### config.mk
export PLATFORM = sky130hd
export DESIGN_NAME = jtag_ping_pong_buffer
export DESIGN_NICKNAME = d
export VERILOG_FILES = /design/src/rtl/jtag_ping_pong_buffer.sv
export SDC_FILE = /design/constraint.sdc
export NUM_CORES = 1
export LEC_CHECK = 0
export ABC_AREA = 1
export CORE_ASPECT_RATIO = 1.25
export CORE_MARGIN = 3
export CORE_UTILIZATION = 45
export CTS_CLUSTER_SIZE = 20
export DETAILED_ROUTE_END_ITERATION = 8
export GPL_ROUTABILITY_DRIVEN = 1
export PLACE_DENSITY = 0.67
export SLEW_MARGIN = 20
export SYNTH_ARGS = -nofsm -noshare
export SYNTH_HDL_FRONTEND = slang
export SYNTH_SLANG_ARGS = --single-unit
### constraint.sdc
create_clock -name JTCK -period 3.64 [get_ports JTCK]
set_input_delay 0.728 -clock JTCK [delete_from_list [all_inputs] [get_ports JTCK]]
set_output_delay 0.728 -clock JTCK [all_outputs]
set_load 0.05 [all_outputs]
### src/rtl/jtag_ping_pong_buffer.sv
// Two-bank ping-pong word buffer feeding the JTAG data-register chain.
// A producer fills one bank while the chain drains the other, all on JTCK.
module jtag_ping_pong_buffer #(
  parameter int DATA_WIDTH = 32,
  parameter int DEPTH      = 16
) (
  input  logic                  JTCK,
  input  logic                  JRSTN,
  input  logic                  clear,
  input  logic                  wr_valid,
  input  logic [DATA_WIDTH-1:0] wr_data,
  input  logic                  wr_last,
  output logic                  wr_ready,
  input  logic                  rd_en,
  output logic [DATA_WIDTH-1:0] pp_dataOut,
  output logic                  switch_ready,
  output logic                  rd_last,
  output logic [1:0]            bank_full,
  output logic                  underflow
);

  localparam int               IDX_W   = $clog2(DEPTH);
  localparam logic [IDX_W-1:0] IDX_MAX = IDX_W'(DEPTH - 1);
  localparam logic [IDX_W:0]   CNT_ONE = {{IDX_W{1'b0}}, 1'b1};

  typedef enum logic [1:0] {
    ST_EMPTY,
    ST_FILLING,
    ST_FULL
  } bank_state_e;

  bank_state_e           state_q [2];
  bank_state_e           state_d [2];
  logic [IDX_W:0]        count_q [2];
  logic [IDX_W:0]        count_d [2];
  logic                  wr_bank_q, wr_bank_d;
  logic                  rd_bank_q, rd_bank_d;
  logic [IDX_W-1:0]      wr_idx_q, wr_idx_d;
  logic [IDX_W-1:0]      rd_idx_q, rd_idx_d;
  logic                  underflow_q, underflow_d;
  logic [DATA_WIDTH-1:0] mem_q [2][DEPTH];

  logic wr_fire;
  logic wr_commit;
  logic rd_fire;

  assign wr_ready     = (state_q[wr_bank_q] != ST_FULL);
  assign switch_ready = (state_q[rd_bank_q] == ST_FULL);
  assign rd_last      = switch_ready && (({1'b0, rd_idx_q} + CNT_ONE) == count_q[rd_bank_q]);
  assign pp_dataOut   = switch_ready ? mem_q[rd_bank_q][rd_idx_q] : '0;
  assign bank_full    = {state_q[1] == ST_FULL, state_q[0] == ST_FULL};
  assign underflow    = underflow_q;

  assign wr_fire   = wr_valid && wr_ready;
  assign wr_commit = wr_fire && (wr_last || (wr_idx_q == IDX_MAX));
  assign rd_fire   = rd_en && switch_ready;

  // Writer and reader always address different banks (one FULL, one not),
  // so their updates below never collide.
  always_comb begin
    // NOTE: every next-state signal is defaulted to its current value first so no path leaves it unassigned (no latch).
    state_d     = state_q;
    count_d     = count_q;
    wr_bank_d   = wr_bank_q;
    rd_bank_d   = rd_bank_q;
    wr_idx_d    = wr_idx_q;
    rd_idx_d    = rd_idx_q;
    underflow_d = underflow_q;

    if (wr_fire) begin
      if (wr_commit) begin
        state_d[wr_bank_q] = ST_FULL;
        count_d[wr_bank_q] = {1'b0, wr_idx_q} + CNT_ONE;
        wr_bank_d          = ~wr_bank_q;
        wr_idx_d           = '0;
      end else begin
        state_d[wr_bank_q] = ST_FILLING;
        wr_idx_d           = wr_idx_q + 1'b1;
      end
    end

    if (rd_fire) begin
      if (rd_last) begin
        state_d[rd_bank_q] = ST_EMPTY;
        count_d[rd_bank_q] = '0;
        rd_bank_d          = ~rd_bank_q;
        rd_idx_d           = '0;
      end else begin
        rd_idx_d = rd_idx_q + 1'b1;
      end
    end else if (rd_en) begin
      underflow_d = 1'b1;
    end
  end

  // NOTE: state registers use non-blocking assignments so every flop samples pre-edge values.
  always_ff @(posedge JTCK) begin
    if (!JRSTN || clear) begin
      state_q     <= '{default: ST_EMPTY};
      count_q     <= '{default: '0};
      wr_bank_q   <= 1'b0;
      rd_bank_q   <= 1'b0;
      wr_idx_q    <= '0;
      rd_idx_q    <= '0;
      underflow_q <= 1'b0;
    end else begin
      state_q     <= state_d;
      count_q     <= count_d;
      wr_bank_q   <= wr_bank_d;
      rd_bank_q   <= rd_bank_d;
      wr_idx_q    <= wr_idx_d;
      rd_idx_q    <= rd_idx_d;
      underflow_q <= underflow_d;
    end
  end

  // NOTE: word storage is deliberately not reset; bank state alone decides what is readable.
  always_ff @(posedge JTCK) begin
    if (wr_fire) begin
      mem_q[wr_bank_q][wr_idx_q] <= wr_data;
    end
  end

endmodule

Word-level counts from Yosys, hierarchy flattened. Memories as Yosys holds them, arrays and structs flattened. A register that Yosys moved wholly into a read port is not among the register bits. Index checks and enable logic that the tools add are counted.

Add/sub/neg operators: 4. Order comparisons: 7. Equal/unequal tests: 6. Multiplexer cells: 38. Bitwise logic cells: 17. Reductions and logical operators: 13.

Operators with widths (number): $mux 512 (1); $bmux 32 s4 (1); $demux 32 s4 (1); $mux 32 (4); $mux 10 (4); $mux 5 (5); $mux 4 (6); $mux 2 (8); $add 4x1->5 const B (2); $and 10x10->10 (1); $bwmux 10 (1); $demux 5 s1 (2); $ge 5x5->1 const B (2); $not 10->10 (1); $not 4->5 (2); $add 4x1->4 const B (2); $logic_and 1x1->1 (7); $eq 2x2->1 const B (3); $reduce_and 2->1 (3); $eq 5x5->1 (1); $lt 5x1->1 const B (1); $and 2x2->2 (2); $and 4x4->4 (1); $demux 2 s1 (2); other kinds (12) (22).

Register bits: 25. Bits in writable memories: 1024. Input bits: 38. Output and inout bits: 38. Logic and storage cells: 95. Memories: 1.

Memories: mem_q (depth 2, bits a word 512, rd ports 1, clocked after memory_dff 1, write ports 1, RTL line 41) `logic [DATA_WIDTH-1:0] mem_q [2][DEPTH];`.

Longest topological paths before layout.
Depth after elaboration: 12. Depth in mapped cells: 12. Gate-level depth less buffers: 11.

Least setup slack after synthesis. OpenSTA, ideal clock, no wires.

Path type: register to register. Start point: register wr_bank_q. End point: memory mem_q[0][160] in the netlist's numbering (enable). Library setup time: 421 ps. Data arrival time: 2945 ps. Required time: 3219 ps. Path slack: 274 ps. Cell stages (with the launch flop): 10. Path buffers: 2. Clock period less this slack: 3366 ps. Path through: dfxtp_1 > buf_2 > inv_1 > nand2_1 > nand2_1 > nand2_1 > buf_2 > nor2_1 > nand2_1 > nor2_1.

Longest elaborated chain between the ends: 8.

RTL lines: start, declared (RTL line 36) `logic wr_bank_q, wr_bank_d;`; start signal, assigned (RTL line 109) `wr_bank_q <= wr_bank_d;`; $not 1->2 (implied by the code) (RTL line 47) `assign wr_ready = (state_q[wr_bank_q] != ST_FULL);`; $mux 2 (implied by the code) (3 in series) (RTL line 47); $ne 2x2->1 (RTL line 47); named net wr_ready (RTL line 13) `output logic wr_ready,`; $logic_and 1x1->1 (RTL line 54) `assign wr_fire = wr_valid && wr_ready;`; $mux 1 (RTL line 119) `if (wr_fire) begin`; $mux 512 (implied by the code) (RTL line 120) `mem_q[wr_bank_q][wr_idx_q] <= wr_data;`; end, declared (RTL line 41).

The timed path passes the listed nets, and every way through them passes these cells. The select of a mux whose other input is x is not followed.

Final worst setup path.
Start point: register rd_idx_q[0]. End point: output pp_dataOut[2].

Longest elaborated chain between the ends: 5.

RTL lines: start, declared (RTL line 39) `logic [IDX_W-1:0] rd_idx_q, rd_idx_d;`; start signal, assigned (RTL line 112) `rd_idx_q <= rd_idx_d;`; $not 4->5 (implied by the code) (RTL line 50) `assign pp_dataOut = switch_ready ? mem_q[rd_bank_q][rd_idx_q] : '0;`; $bmux 32 s4 (RTL line 50); $mux 32 (implied by the code) (2 in series) (RTL line 50); $mux 32 (RTL line 50); end, declared (RTL line 15) `output logic [DATA_WIDTH-1:0] pp_dataOut,`.

No other way between the ends. The select of a mux whose other input is x is not followed.

==> reports/metrics.yaml <==
run_status:
  status: "completed"
worst_setup_path:
  path_class: "reg -> out"
  cp.arrival_ns: 2.83
  critPathCaptureType: "primary output"
  crit_path_cell_trace: "nor2_2, bufinv_16, buf_4, a21oi_1, nor3_1, nand2_1, nand3_1, a21oi_1, buf_12"
  cp_common_cell: "a21oi_1"
  required_ns: 2.91
  cp_max_fo: 48
  cpPeakStageDelay_ns: 0.43
  start_kind: "flip-flop"
  crit_family: "buffers and inverters"
  slowest_stage: "dfxtp_4"
  critPathBufInv: 3
power:
  swShare: 0.2013
  intPower_mw: 19.16
  leakage_nw: 17.22
  p_sw_mw: 4.829
  clkPwrFrac: 0.420
  pwr_density_cell_nw_per_um2: 491.9
  seqPwrFrac: 0.557
  power_frac_comb: 0.023
  peakVddDrop_mv: 0.3423
timing:
  slew_headroom: 0.2165
  fin_crit_ns: 3.555
  whs_ns: 0.4902
  setup_tns_ns: 0
  fmax_mhz: 281.3
  tightest_slew_ns: 1.174
  setup_viol: 0
  fin_skew_ns: 0.02102
  slew_viol_final: 0
  period_share: 0.9767
  hold_viol_final: 0
  grt_setup_unrepaired: "false"
route:
  routedWlPerCell_um: 24.14
  dr.pass1.iters: 5
  drc: 0
  drtIter0Drc: 3547
  ant_nets: 0
  vias: 27870
  via_per_inst: 5.764
  routed_wl_um: 116700
die:
  start_util: 0.4573
  coreArea_um2: 92160
  die_h_um: 348.2
  rows: 124
  die-area_um2: 97390
  die_w_um: 279.7
  pin_count: 76
clock_network:
  insertion_delay_ns: 0.68
  clock-sinks: 1050
  htreeDepth: 3
  cts-buffers-inserted: 96
  tritoncts: "done"
  hold_buffers: 0
  clock_path_buffers: 3
  clkTransAtPathRegs_ns: 0.06
  cts-root-buf: "clkbuf_16"
global_routing:
  grtUsageTotal: 0.2343
  gr-total-overflow: 0
  grt_max_degree: 129
  grt_pass1_wl_um: 170300
  grt_pass1_vias: 26590
  antenna_found_initial: 0
synthesis:
  avgSynthCellArea_um2: 12.16
  ys_seq_area_frac: 0.7419
  netlist_instances: 3466
  ys_types: 29
  netlist_area_um2: 42150
  synth_seq_cells: 1050
  syn_nets: 3509
  synth_warnings: 0
place:
  port_buffers: 75
  dp_hpwl_um: 60970
  routabilityCongestion: 0.7908
finish:
  antenna_cells: 0
  layout-drive-gt1-share: 0.1050
  fin_nets: 3601
  area_growth_pct: 15.69
job:
  max-cap-violations: 0
hold_path:
  holdCritPathClass: "reg -> reg"
per-layer routing:
| layer | GRT usage | routed length (µm) | part of all wire |
|---|---|---|---|
| met1 | 0.3083 | 44120 | 0.38 |
| met2 | 0.4009 | 58320 | 0.50 |
| met3 | 0.03392 | 10190 | 0.087 |
| met4 | 0.07990 | 4089 | 0.035 |
| met5 | 0 | 0 | 0 |
cells by family (layout without fill, tap and decap cells):
logic type	after synthesis	in the layout	synth area share
simple gates	1302	1302	0.1209
flops	1050	1050	0.7419
compound gates	770	770	0.09606
buf+inv	335	507	0.03886
fa+ha+maj	5	5	0.001484
xor+xnor	4	4	0.0008314
power groups by stage:
stage	logic (mW)	registers [mW]	clock network (mW)
finish	0.563	13.4	10.1
global route	0.612	13.4	10.7
CTS	0.565	13.4	10.2
detailed placement	0.561	13.6	0
global placement	0.552	13.6	0
floorplan	0.200	13.6	0
sequential cells by signal, indices dropped and copies added (netlist names), named ones only:
signal / count
rd_bank_q: 1
count_q: 10
wr_bank_q: 1
underflow: 1
wr_idx_q: 4
mem_q: 1024
rd_idx_q: 4
state_q: 4
tightest hold or removal path, delay by kind of cell (launching register included):
kind	cells	cell delay [ns]
AO/OA/AOI/OAI	1	0.05
buffers and inverters	1	0.06
flip-flops	1	0.33
cell usage after synthesis:
cell type  count  share of area
o21ai_0      203          0.024
nor2_2         3        0.00045
clkinv_1       1       0.000089
nand2_1      772          0.069
edfxtp_1    1024           0.73
nand3_2        1        0.00024
nand3_1       82         0.0097
inv_1        111         0.0099
dfxtp_1       26          0.012
nand2_2        1        0.00015
a211oi_1      14         0.0025
clkbuf_1      78         0.0069
nor2_1       376          0.033
buf_4         44         0.0078
buf_6         15         0.0040
buf_2         63         0.0075
nand4_1        3        0.00045
ha_1           5         0.0015
nor3_1        64         0.0076
buf_1         11        0.00098
xor2_1         2        0.00042
a21oi_1      304          0.036
inv_8          1        0.00027
xnor2_1        2        0.00042
inv_2          6        0.00053
o22ai_1      128          0.019
buf_8          1        0.00036
o21ai_1      121          0.014
clkbuf_2       4        0.00047
layout make-up:
| cell class | count | area [µm²] |
|---|---|---|
| timing repair buffer | 208 | 2798 |
| timing repair inverter | 2 | 20.02 |
| clock buffer | 123 | 2546 |
| fill | 7545 | 43400 |
| tap | 1197 | 1498 |
| multi-input combinational | 2081 | 9549 |
| sequential | 1050 | 31280 |
| inverter | 119 | 506.7 |
| clock inverter | 55 | 561.8 |
per-stage QoR:
step / worst slack (ns) / cell area, µm² / power, mW / utilization / instances
4_1_cts: 0.001317 / 48680 / 24.08 / 0.5282 / 4831
3_3_place_gp: 0.4919 / 45360 / 14.17 / 0.4922 / 4646
6_report: 0.08477 / 48760 / 23.99 / 0.5291 / 4835
2_1_floorplan: 0.2739 / 42150 / 13.81 / - / 3466
3_5_place_dp: 0.5026 / 45360 / 14.18 / 0.4922 / 4646
5_1_grt: 0.003916 / 48760 / 24.62 / 0.5291 / 4835
path summary, 6_finish.rpt:
kind / slack (ns) / depth (start not counted) / startpoint / to
max: 0.08 / 9 / rd_idx_q[0]$_SDFFE_PP0P_ / pp_dataOut[2]
min: 0.49 / 2 / underflow$_SDFFE_PP0P_ / underflow$_SDFFE_PP0P_
max reg2reg: 1.12 / 11 / rd_idx_q[0]$_SDFFE_PP0P_ / flip-flop
min reg2reg: 0.49 / 2 / underflow$_SDFFE_PP0P_ / underflow$_SDFFE_PP0P_
timing repair:
| item | CTS | global route |
|---|---|---|
| gates resized for setup | 12 | 22 |
| pin swaps | 0 | 2 |
| endpoints found under the setup margin | 25 | 23 |
| setup buffers | 4 | 1 |
| gates cloned | 3 | 3 |
cells in the final DEF, fill, tap and decap left out, drive strengths merged, types with 2 or more instances in the layout:
cell           Yosys  routed
a211oi            14      14
clkinv             1      37
clkbuf            82     124
clkinvlp           0       6
nor3              64      64
nand2            773     773
xnor2              2       2
o21ai            324     324
inv              118     122
nand3             83      83
bufinv             0      11
a21oi            304     304
nand4              3       3
xor2               2       2
edfxtp          1024    1024
buf              134     178
o22ai            128     128
dfxtp             26      26
nor2             379     379
clkdlybuf4s50      0      28
ha                 5       5
No activity file was read; power rests on OpenSTA's default activity.
